$ cat config.mk
export PLATFORM = sky130hd
export DESIGN_NAME = keypad_emulator
export DESIGN_NICKNAME = d
export VERILOG_FILES = /design/src/rtl/keypad_pkg.sv /design/src/rtl/keypad_emulator_lfsr8.sv /design/src/rtl/keypad_emulator.sv
export SDC_FILE = /design/constraint.sdc
export NUM_CORES = 1
export LEC_CHECK = 0
export ABC_AREA = 0
export CORE_UTILIZATION = 53
export CTS_CLUSTER_DIAMETER = 200
export DETAILED_ROUTE_END_ITERATION = 12
export PLACE_DENSITY = 0.82
export SYNTH_ARGS = -nofsm -noshare
export SYNTH_HDL_FRONTEND = slang
export SYNTH_HIERARCHICAL = 1
export SYNTH_SLANG_ARGS = --single-unit
$ cat constraint.sdc
create_clock -name clk -period 3.2 [get_ports clk]
set_input_delay 0.96 -clock clk [delete_from_list [all_inputs] [get_ports clk]]
set_output_delay 0.96 -clock clk [all_outputs]
set_load 0.01 [all_outputs]
$ cat src/rtl/keypad_pkg.sv
// Shared types and constants for the keypad emulator.
package keypad_pkg;

    typedef enum logic [2:0] {
        ST_IDLE,
        ST_BOUNCE_IN,
        ST_HOLD,
        ST_BOUNCE_OUT,
        ST_GAP
    } kp_state_t;

    // Fibonacci taps 8,6,5,4 expressed as a mask over bits [7:0].
    localparam logic [7:0] LFSR_TAPS = 8'b1011_1000;

    function automatic int code_w(input int width);
        return 2 * $clog2(width);
    endfunction

endpackage

$ cat src/rtl/keypad_emulator_lfsr8.sv
// 8-bit Fibonacci LFSR used as contact-bounce noise; advances only when en is high.
module lfsr8
    import keypad_pkg::*;
#(
    parameter logic [7:0] SEED = 8'hA5
) (
    input  logic clk,
    input  logic rst_in,
    input  logic en,
    output logic out_bit
);

    logic [7:0] lfsr_q;
    logic [7:0] lfsr_d;
    logic       fb;

    always_comb begin
        fb     = ^(lfsr_q & LFSR_TAPS);
        lfsr_d = lfsr_q;
        if (en) begin
            lfsr_d = {lfsr_q[6:0], fb};
        end
    end

    always_ff @(posedge clk or posedge rst_in) begin
        if (rst_in) begin
            lfsr_q <= SEED;
        end else begin
            lfsr_q <= lfsr_d;
        end
    end

    assign out_bit = lfsr_q[0];

endmodule

$ cat src/rtl/keypad_emulator.sv
// 4x4 matrix-keypad responder: press/hold/release a handshaken key against the scanner's column strobes.
// Contact bounce windows and the noise LFSR are compiled in only when KEYPAD_BOUNCE_EN is defined.
module keypad_emulator
    import keypad_pkg::*;
#(
    parameter int         WIDTH      = 4,
    parameter int         HOLD_CYC   = 64,
    parameter int         GAP_CYC    = 16,
    parameter int         BOUNCE_CYC = 8,
    parameter logic [7:0] LFSR_SEED  = 8'hA5,
    localparam int        CODE_W     = code_w(WIDTH)
) (
    input  logic              clk,
    input  logic              rst_in,
    input  logic [WIDTH-1:0]  col,
    output logic [WIDTH-1:0]  fil,
    input  logic [CODE_W-1:0] key_code,
    input  logic              key_valid,
    output logic              key_ready,
    output logic              busy,
    output logic              done
);

    localparam int HW    = CODE_W / 2;
    localparam int MAX_A = (HOLD_CYC > GAP_CYC) ? HOLD_CYC : GAP_CYC;
    localparam int MAX_P = (MAX_A > BOUNCE_CYC) ? MAX_A : BOUNCE_CYC;
    localparam int CNT_W = $clog2(MAX_P) + 1;

    if (WIDTH < 2 || HOLD_CYC < 1 || GAP_CYC < 1 || BOUNCE_CYC < 1 || LFSR_SEED == 8'h00)
    begin : g_param_check
        $error("keypad_emulator: zero or illegal parameter value");
    end

    kp_state_t          state_q, state_d;
    logic [CNT_W-1:0]   cnt_q, cnt_d;
    logic [CODE_W-1:0]  code_q, code_d;
    logic               contact_q, contact_d;
    logic               ready_q, ready_d;
    logic               done_q, done_d;
    logic               accept;
    logic [HW-1:0]      row_l;
    logic [HW-1:0]      col_l;

`ifdef KEYPAD_BOUNCE_EN
    logic lfsr_bit;
    logic lfsr_en;

    // Advance on every edge that produces a bounce-window contact sample.
    assign lfsr_en = (state_d == ST_BOUNCE_IN) || (state_d == ST_BOUNCE_OUT);

    lfsr8 #(.SEED(LFSR_SEED)) u_lfsr (
        .clk     (clk),
        .rst_in  (rst_in),
        .en      (lfsr_en),
        .out_bit (lfsr_bit)
    );
`endif

    assign accept = key_valid && ready_q;

    always_comb begin
        state_d   = state_q;
        cnt_d     = cnt_q;
        code_d    = code_q;
        contact_d = contact_q;
        done_d    = 1'b0;
        case (state_q)
            ST_IDLE: begin
                contact_d = 1'b0;
                if (accept) begin
                    code_d = key_code;
`ifdef KEYPAD_BOUNCE_EN
                    state_d   = ST_BOUNCE_IN;
                    cnt_d     = CNT_W'(BOUNCE_CYC - 1);
                    contact_d = lfsr_bit;
`else
                    state_d   = ST_HOLD;
                    cnt_d     = CNT_W'(HOLD_CYC - 1);
                    contact_d = 1'b1;
`endif
                end
            end
`ifdef KEYPAD_BOUNCE_EN
            ST_BOUNCE_IN: begin
                if (cnt_q == '0) begin
                    state_d   = ST_HOLD;
                    cnt_d     = CNT_W'(HOLD_CYC - 1);
                    contact_d = 1'b1;
                end else begin
                    cnt_d     = cnt_q - CNT_W'(1);
                    contact_d = lfsr_bit;
                end
            end
`endif
            ST_HOLD: begin
                if (cnt_q == '0) begin
`ifdef KEYPAD_BOUNCE_EN
                    state_d   = ST_BOUNCE_OUT;
                    cnt_d     = CNT_W'(BOUNCE_CYC - 1);
                    contact_d = lfsr_bit;
`else
                    state_d   = ST_GAP;
                    cnt_d     = CNT_W'(GAP_CYC - 1);
                    contact_d = 1'b0;
`endif
                end else begin
                    cnt_d     = cnt_q - CNT_W'(1);
                    contact_d = 1'b1;
                end
            end
`ifdef KEYPAD_BOUNCE_EN
            ST_BOUNCE_OUT: begin
                if (cnt_q == '0) begin
                    state_d   = ST_GAP;
                    cnt_d     = CNT_W'(GAP_CYC - 1);
                    contact_d = 1'b0;
                end else begin
                    cnt_d     = cnt_q - CNT_W'(1);
                    contact_d = lfsr_bit;
                end
            end
`endif
            ST_GAP: begin
                contact_d = 1'b0;
                if (cnt_q == '0) begin
                    state_d = ST_IDLE;
                    done_d  = 1'b1;
                end else begin
                    cnt_d = cnt_q - CNT_W'(1);
                end
            end
            default: begin
                state_d   = ST_IDLE;
                contact_d = 1'b0;
            end
        endcase
        ready_d = (state_d == ST_IDLE);
    end

    always_ff @(posedge clk or posedge rst_in) begin
        if (rst_in) begin
            state_q   <= ST_IDLE;
            cnt_q     <= '0;
            code_q    <= '0;
            contact_q <= 1'b0;
            ready_q   <= 1'b1;
            done_q    <= 1'b0;
        end else begin
            state_q   <= state_d;
            cnt_q     <= cnt_d;
            code_q    <= code_d;
            contact_q <= contact_d;
            ready_q   <= ready_d;
            done_q    <= done_d;
        end
    end

    assign row_l = code_q[CODE_W-1:HW];
    assign col_l = code_q[HW-1:0];

    // Behaves like a closed switch: the strobe reaches the sense line with no register in the path.
    always_comb begin
        fil = '0;
        for (int r = 0; r < WIDTH; r++) begin
            fil[r] = contact_q && (row_l == HW'(r)) && col[col_l];
        end
    end

    assign key_ready = ready_q;
    assign busy      = (state_q != ST_IDLE);
    assign done      = done_q;

endmodule

==> impl_metrics.json, run 1 <==
{
  "worst_pin_slew_ns": 0.624,
  "syn_nets": 95,
  "critPathRequiredTime_ns": 2.24,
  "grt_pass1_vias": 697,
  "grt_pass1_wl_mm": 3.06,
  "synthTopCellsByArea": "dfrtp_1 (44%), mux2_2 (5.0%), nor3b_1 (3.3%)",
  "syn_area_um2": 902,
  "cap_violations": 0,
  "fin_area_mm2": 0.00110,
  "yosys-top-cells-count": "dfrtp_1 (16), inv_1 (7), nand2_1 (5)",
  "dpl.cell_count": 115,
  "async_reset_ff_share_pct": 100,
  "fmax_mhz": 318,
  "ant_nets": 0,
  "first_pass_iters": 4,
  "pre_cts_ws_ns": -0.310,
  "setup_slack_ns": 0.0536,
  "status": "finished clean",
  "placed_cell_area_mm2": 0.00109,
  "htreeDepth": 1,
  "drc_errors": 0,
  "endpoint_kind": "output port",
  "area_growth_pct": 22.1,
  "root_buffer": "clkbuf_4",
  "grt_use_total_pct": 22.7,
  "synth_cells": 83,
  "period_needed_ns": 3.15,
  "slew_viol_final": 0,
  "skew_ns": 0.00718,
  "ys_warn_count": 6,
  "core_area_mm2": 0.00154,
  "clock_sinks": 17,
  "antenna_cells": 0,
  "die_h_um": 43.3,
  "viasPerCell": 6.13,
  "cts_tree": "built",
  "yosysTopAreaCell": "dfrtp_1",
  "power_density_mw_per_mm2": 461,
  "synth-main-ff-cell": "dfrtp_1",
  "grt_antenna_before_repair": 0,
  "hold_start": "cnt_q[0]$_DFFE_PP0P_",
  "startpoint_type": "input pin",
  "detail_route.wl_per_cell_um": 15.8,
  "report.power.total_mw": 0.508,
  "layout.nets": 116,
  "yosysUniqueCellTypes": 39,
  "crit_start": "col[3]",
  "io_pins": 18,
  "irDropWorstVdd_uv": 323,
  "dp_hpwl_mm": 1.43,
  "cts_buffer_depth": 2,
  "final_util_pct": 71.4,
  "yosysMostFrequentCell": "dfrtp_1",
  "period_share_pct": 98.3,
  "totalWireLength_mm": 1.88,
  "critPathMaxFanout": 2,
  "avgSynthCellArea_um2": 10.9,
  "rsz0062_at_grt": "false",
  "synth-edff-count": 0,
  "setup_viol": 0,
  "start_util_pct": 58.5,
  "timing.rr.start": "cnt_q[0]$_DFFE_PP0P_",
  "vias": 730,
  "synth-seq-cells": 17,
  "clk_pin_slew_ns": 0.11,
  "insertion_delay_ns": 0.30,
  "synth_top_area_share_pct": 44.4,
  "die_w_um": 43.3,
  "relSlewSlack_pct": 58.3,
  "arrival_ns": 2.19,
  "hold_viol": 0,
  "crit_type": "in2out",
  "overflow": 0,
  "seq_area_frac_synth_pct": 47.3,
  "grt_max_degree": 18,
  "final_cells": 119,
  "cp_slowest_cell": "mux4_2",
  "num_rows": 14,
  "die_area_mm2": 0.00187,
  "slowest_delay_ns": 0.50,
  "globalplace.congestion": 0.789,
  "cts_hold_buffers": 0,
  "hp-class": "reg2reg",
  "crit_chain": "clkdlybuf4s50_1, mux4_2, and4_1, buf_2",
  "cts_buffers": 3,
  "drt-initial-drc-count": 20,
  "layout-drive-gt1-share_pct": 17.5,
  "leakage_nw": 0.473,
  "port_buffers": 17
}
[through the flow]
step / hold slack [ns] / setup TNS (ns)
2_1_floorplan: 0.464 / 0
3_3_place_gp: 0.484 / -0.937
3_5_place_dp: 0.480 / -1.14
4_1_cts: 0.495 / 0
5_1_grt: 0.505 / 0
6_report: 0.494 / 0
[metal layers]
layer	vias to the layer above	global-route usage, %	wire [um]
met5	-	0	0
met1	355	30.0	873
met2	18	35.2	932
met3	2	3.40	57
met4	0	12.7	19
li1	355	-	-
[power breakdown]
group | total [mW] | leakage, nW | internal, mW | switching [mW]
sequential | 0.276 | 0.195 | 0.245 | 0.0316
clock | 0.118 | 0.0177 | 0.0466 | 0.0717
combinational | 0.113 | 0.261 | 0.0634 | 0.0495
[layout make-up]
| type | count | area, um^2 |
|---|---|---|
| clock buffers | 3 | 22.5 |
| clock inverters | 1 | 5.00 |
| fillers | 121 | 440 |
| inverters | 7 | 26.3 |
| multi-input cells | 57 | 443 |
| flip-flops and latches | 17 | 427 |
| well taps | 16 | 20.0 |
| repair buffers | 18 | 158 |
[flip-flops by register name (all words and copies together), names as in the netlist]
| register | flops |
|---|---|
| code_q | 4 |
| key_ready | 1 |
| contact_q | 1 |
| done | 1 |
| cnt_q | 7 |
| state_q | 3 |
[placed cells by master, fill, tap and decap left out, types with 2 or more instances in the layout]
cell	instances
a21oi_1	3
nor2_1	2
clkbuf_4	3
a221oi_1	3
nor3b_1	4
dfrtp_1	16
nand2_1	4
clkdlybuf4s50_1	13
a211oi_1	2
nand2b_1	2
buf_2	3
nor3_1	3
a21o_1	2
inv_1	7
o32ai_1	2
or3_1	2
a22oi_1	2
mux2_2	4
[cell families after synthesis]
family                   synth area share (%)
flip-flops                               47.3
XOR/XNOR                                0.971
other                                   0.416
buffers and inverters                    3.88
AO/OA/AOI/OAI                            19.4
AND/OR/NAND/NOR                          16.8
adder cells (fa/ha/maj)                  1.39
multiplexers                             9.85
[worst max-delay path, delay by kind of cell]
kind	cells	cell delay, ns
muxes	1	0.50
buffers and inverters	2	0.53
and+or+nand+nor	1	0.19
[repair_timing]
item / in CTS / in global routing
resized for setup: 13 / 3
setup buffers: 0 / 0
endpoints found under the hold margin: 0 / 0
endpoints found under the setup margin: 4 / 3
pin swaps: 2 / 0
[worst paths after layout]
check | end | slack (ns) | depth (start not counted)
worst min-delay path | cnt_q[0]$_DFFE_PP0P_ | 0.49 | 1
max in group asynchronous | code_q[3]$_DFFE_PP0P_ | 1.77 | 2
worst max-delay path | fil[3] | 0.05 | 4
min in group asynchronous | cnt_q[0]$_DFFE_PP0P_ | 1.03 | 2
worst max register to register | cnt_q[1]$_DFFE_PP0P_ | 1.10 | 6
worst min register to register | cnt_q[0]$_DFFE_PP0P_ | 0.49 | 1
Power figures use the tool's default switching activity.
==> run 2, diff against run 1 <==
--- a/config.mk
+++ b/config.mk
@@ -6,6 +6,7 @@
 export NUM_CORES = 1
 export LEC_CHECK = 0
 export ABC_AREA = 0
+export CORE_MARGIN = 2
 export CORE_UTILIZATION = 53
 export CTS_CLUSTER_DIAMETER = 200
 export DETAILED_ROUTE_END_ITERATION = 12
==> run 2 against run 1 <==
  * Critical path type unchanged
  * Cell area fell by 0.80%
  * Largest cell class unchanged
  * Clock power barely moved
  * Sequential power barely moved
  * Hold slack improved by 0.018 ns
==> impl_metrics.json, run 2 (synthesis gave the netlist of run 1 again) <==
{
  "arrival_ns": 2.17,
  "io_pins": 18,
  "insertion_delay_ns": 0.29,
  "overflow": 0,
  "irDropWorstVdd_uv": 366,
  "grt_use_total_pct": 21.8,
  "crit_type": "in2out",
  "globalplace.congestion": 0.831,
  "status": "finished clean",
  "start_util_pct": 57.9,
  "layout.nets": 115,
  "drc_errors": 0,
  "hp-class": "reg2reg",
  "dp_hpwl_mm": 1.44,
  "whs_ns": 0.512,
  "power_density_mw_per_mm2": 460,
  "endpoint_kind": "output port",
  "die_w_um": 45.3,
  "totalWireLength_mm": 1.90,
  "num_rows": 14,
  "worst_pin_slew_ns": 0.625,
  "setup_slack_ns": 0.0741,
  "die_area_mm2": 0.00205,
  "cts_tree": "built",
  "first_pass_iters": 4,
  "clk_pin_slew_ns": 0.10,
  "area_growth_pct": 21.1,
  "vias": 745,
  "period_share_pct": 97.7,
  "cts_setup_buffers": 0,
  "layout-drive-gt1-share_pct": 15.7,
  "startpoint_type": "input pin",
  "cap_violations": 0,
  "routed.top_layer": "met4",
  "skew_ns": 0.00595,
  "pre_cts_ws_ns": -0.289,
  "critPathRequiredTime_ns": 2.24,
  "grt_max_degree": 18,
  "hold_viol": 0,
  "die_h_um": 45.3,
  "rsz0062_at_grt": "false",
  "htreeDepth": 1,
  "final_cell_mix": "dfrtp_1 (16), clkdlybuf4s50_1 (13), inv_1 (7)",
  "r2r_cells": 6,
  "top_register": "cnt_q",
  "core_area_mm2": 0.00156,
  "fmax_mhz": 320,
  "report.power.total_mw": 0.502,
  "final_common_cell": "dfrtp_1",
  "wl_met3_um": 130,
  "cts_buffer_depth": 2,
  "grt_pass1_wl_mm": 3.16,
  "slew_viol_final": 0,
  "reg.largest.list": "cnt_q x7, code_q x4, state_q x3",
  "grt_antenna_before_repair": 0,
  "drt-initial-drc-count": 22,
  "cts_buffers": 3,
  "root_buffer": "clkbuf_4",
  "clock_sinks": 17,
  "wl_met2_um": 959,
  "setup_viol": 0,
  "wl_met1_um": 775,
  "relSlewSlack_pct": 58.3,
  "viasPerCell": 6.31,
  "antenna_cells": 0,
  "leakage_nw": 0.467,
  "ant_nets": 0,
  "port_buffers": 17,
  "detail_route.wl_per_cell_um": 16.1,
  "period_needed_ns": 3.13,
  "largest_reg_flops": 7,
  "cts_hold_buffers": 0,
  "whs_path_depth": 1,
  "fill_cells": 112,
  "critPathMaxFanout": 2,
  "grt_pass1_vias": 709
}
[run 2: routing by layer]
layer  global-route usage, %  up-vias
met5                       0        -
met1                    25.2      359
met4                    8.82        0
li1                        -      350
met2                    38.6       29
met3                    5.20        7
[run 2: critical path, stage by stage]
cell,delay [ns]
clkdlybuf4s50_1,0.40
mux4_2,0.49
and4_1,0.18
buf_2,0.13
[run 2: path summary, 6_finish.rpt]
| path | startpoint | slack [ns] | endpoint |
|---|---|---|---|
| setup / recovery | col[3] | 0.07 | fil[3] |
| hold / removal | cnt_q[0]$_DFFE_PP0P_ | 0.51 | cnt_q[0]$_DFFE_PP0P_ |
| setup reg to reg | cnt_q[0]$_DFFE_PP0P_ | 1.06 | cnt_q[1]$_DFFE_PP0P_ |
| hold reg to reg | cnt_q[0]$_DFFE_PP0P_ | 0.51 | cnt_q[0]$_DFFE_PP0P_ |
| max in group asynchronous | rst_in | 1.76 | cnt_q[5]$_DFFE_PP0P_ |
| min in group asynchronous | rst_in | 1.03 | code_q[0]$_DFFE_PP0P_ |
[run 2: repair_timing]
item	CTS	global route
resized for setup	15	2
pin swaps	2	1
endpoints found under the setup margin	4	2
[run 2: power breakdown]
part	switching (mW)	internal (mW)	total (mW)
Clock	0.0668	0.0485	0.115
Sequential	0.0331	0.245	0.278
Combinational	0.0467	0.0625	0.109
[run 2: through the flow]
step	setup TNS [ns]	std cells	util (%)	area (um^2)
after floorplan	0	83	-	902
after global placement	-0.990	114	69.5	1080
after detailed placement	-1.14	114	69.5	1080
after CTS	0	118	70.9	1100
after global routing	0	118	70.1	1090
final	0	118	70.1	1090
[run 2: layout make-up]
cell class | instances | area (um^2) | share of cell area (%)
Clock buffer | 4 | 26.3 | 2.41
Inverter | 7 | 26.3 | 2.41
Multi-Input combinational cell | 57 | 443 | 40.5
Sequential cell | 17 | 427 | 39.1
Tap cell | 16 | 20.0 | 1.83
Timing Repair Buffer | 17 | 150 | 13.7
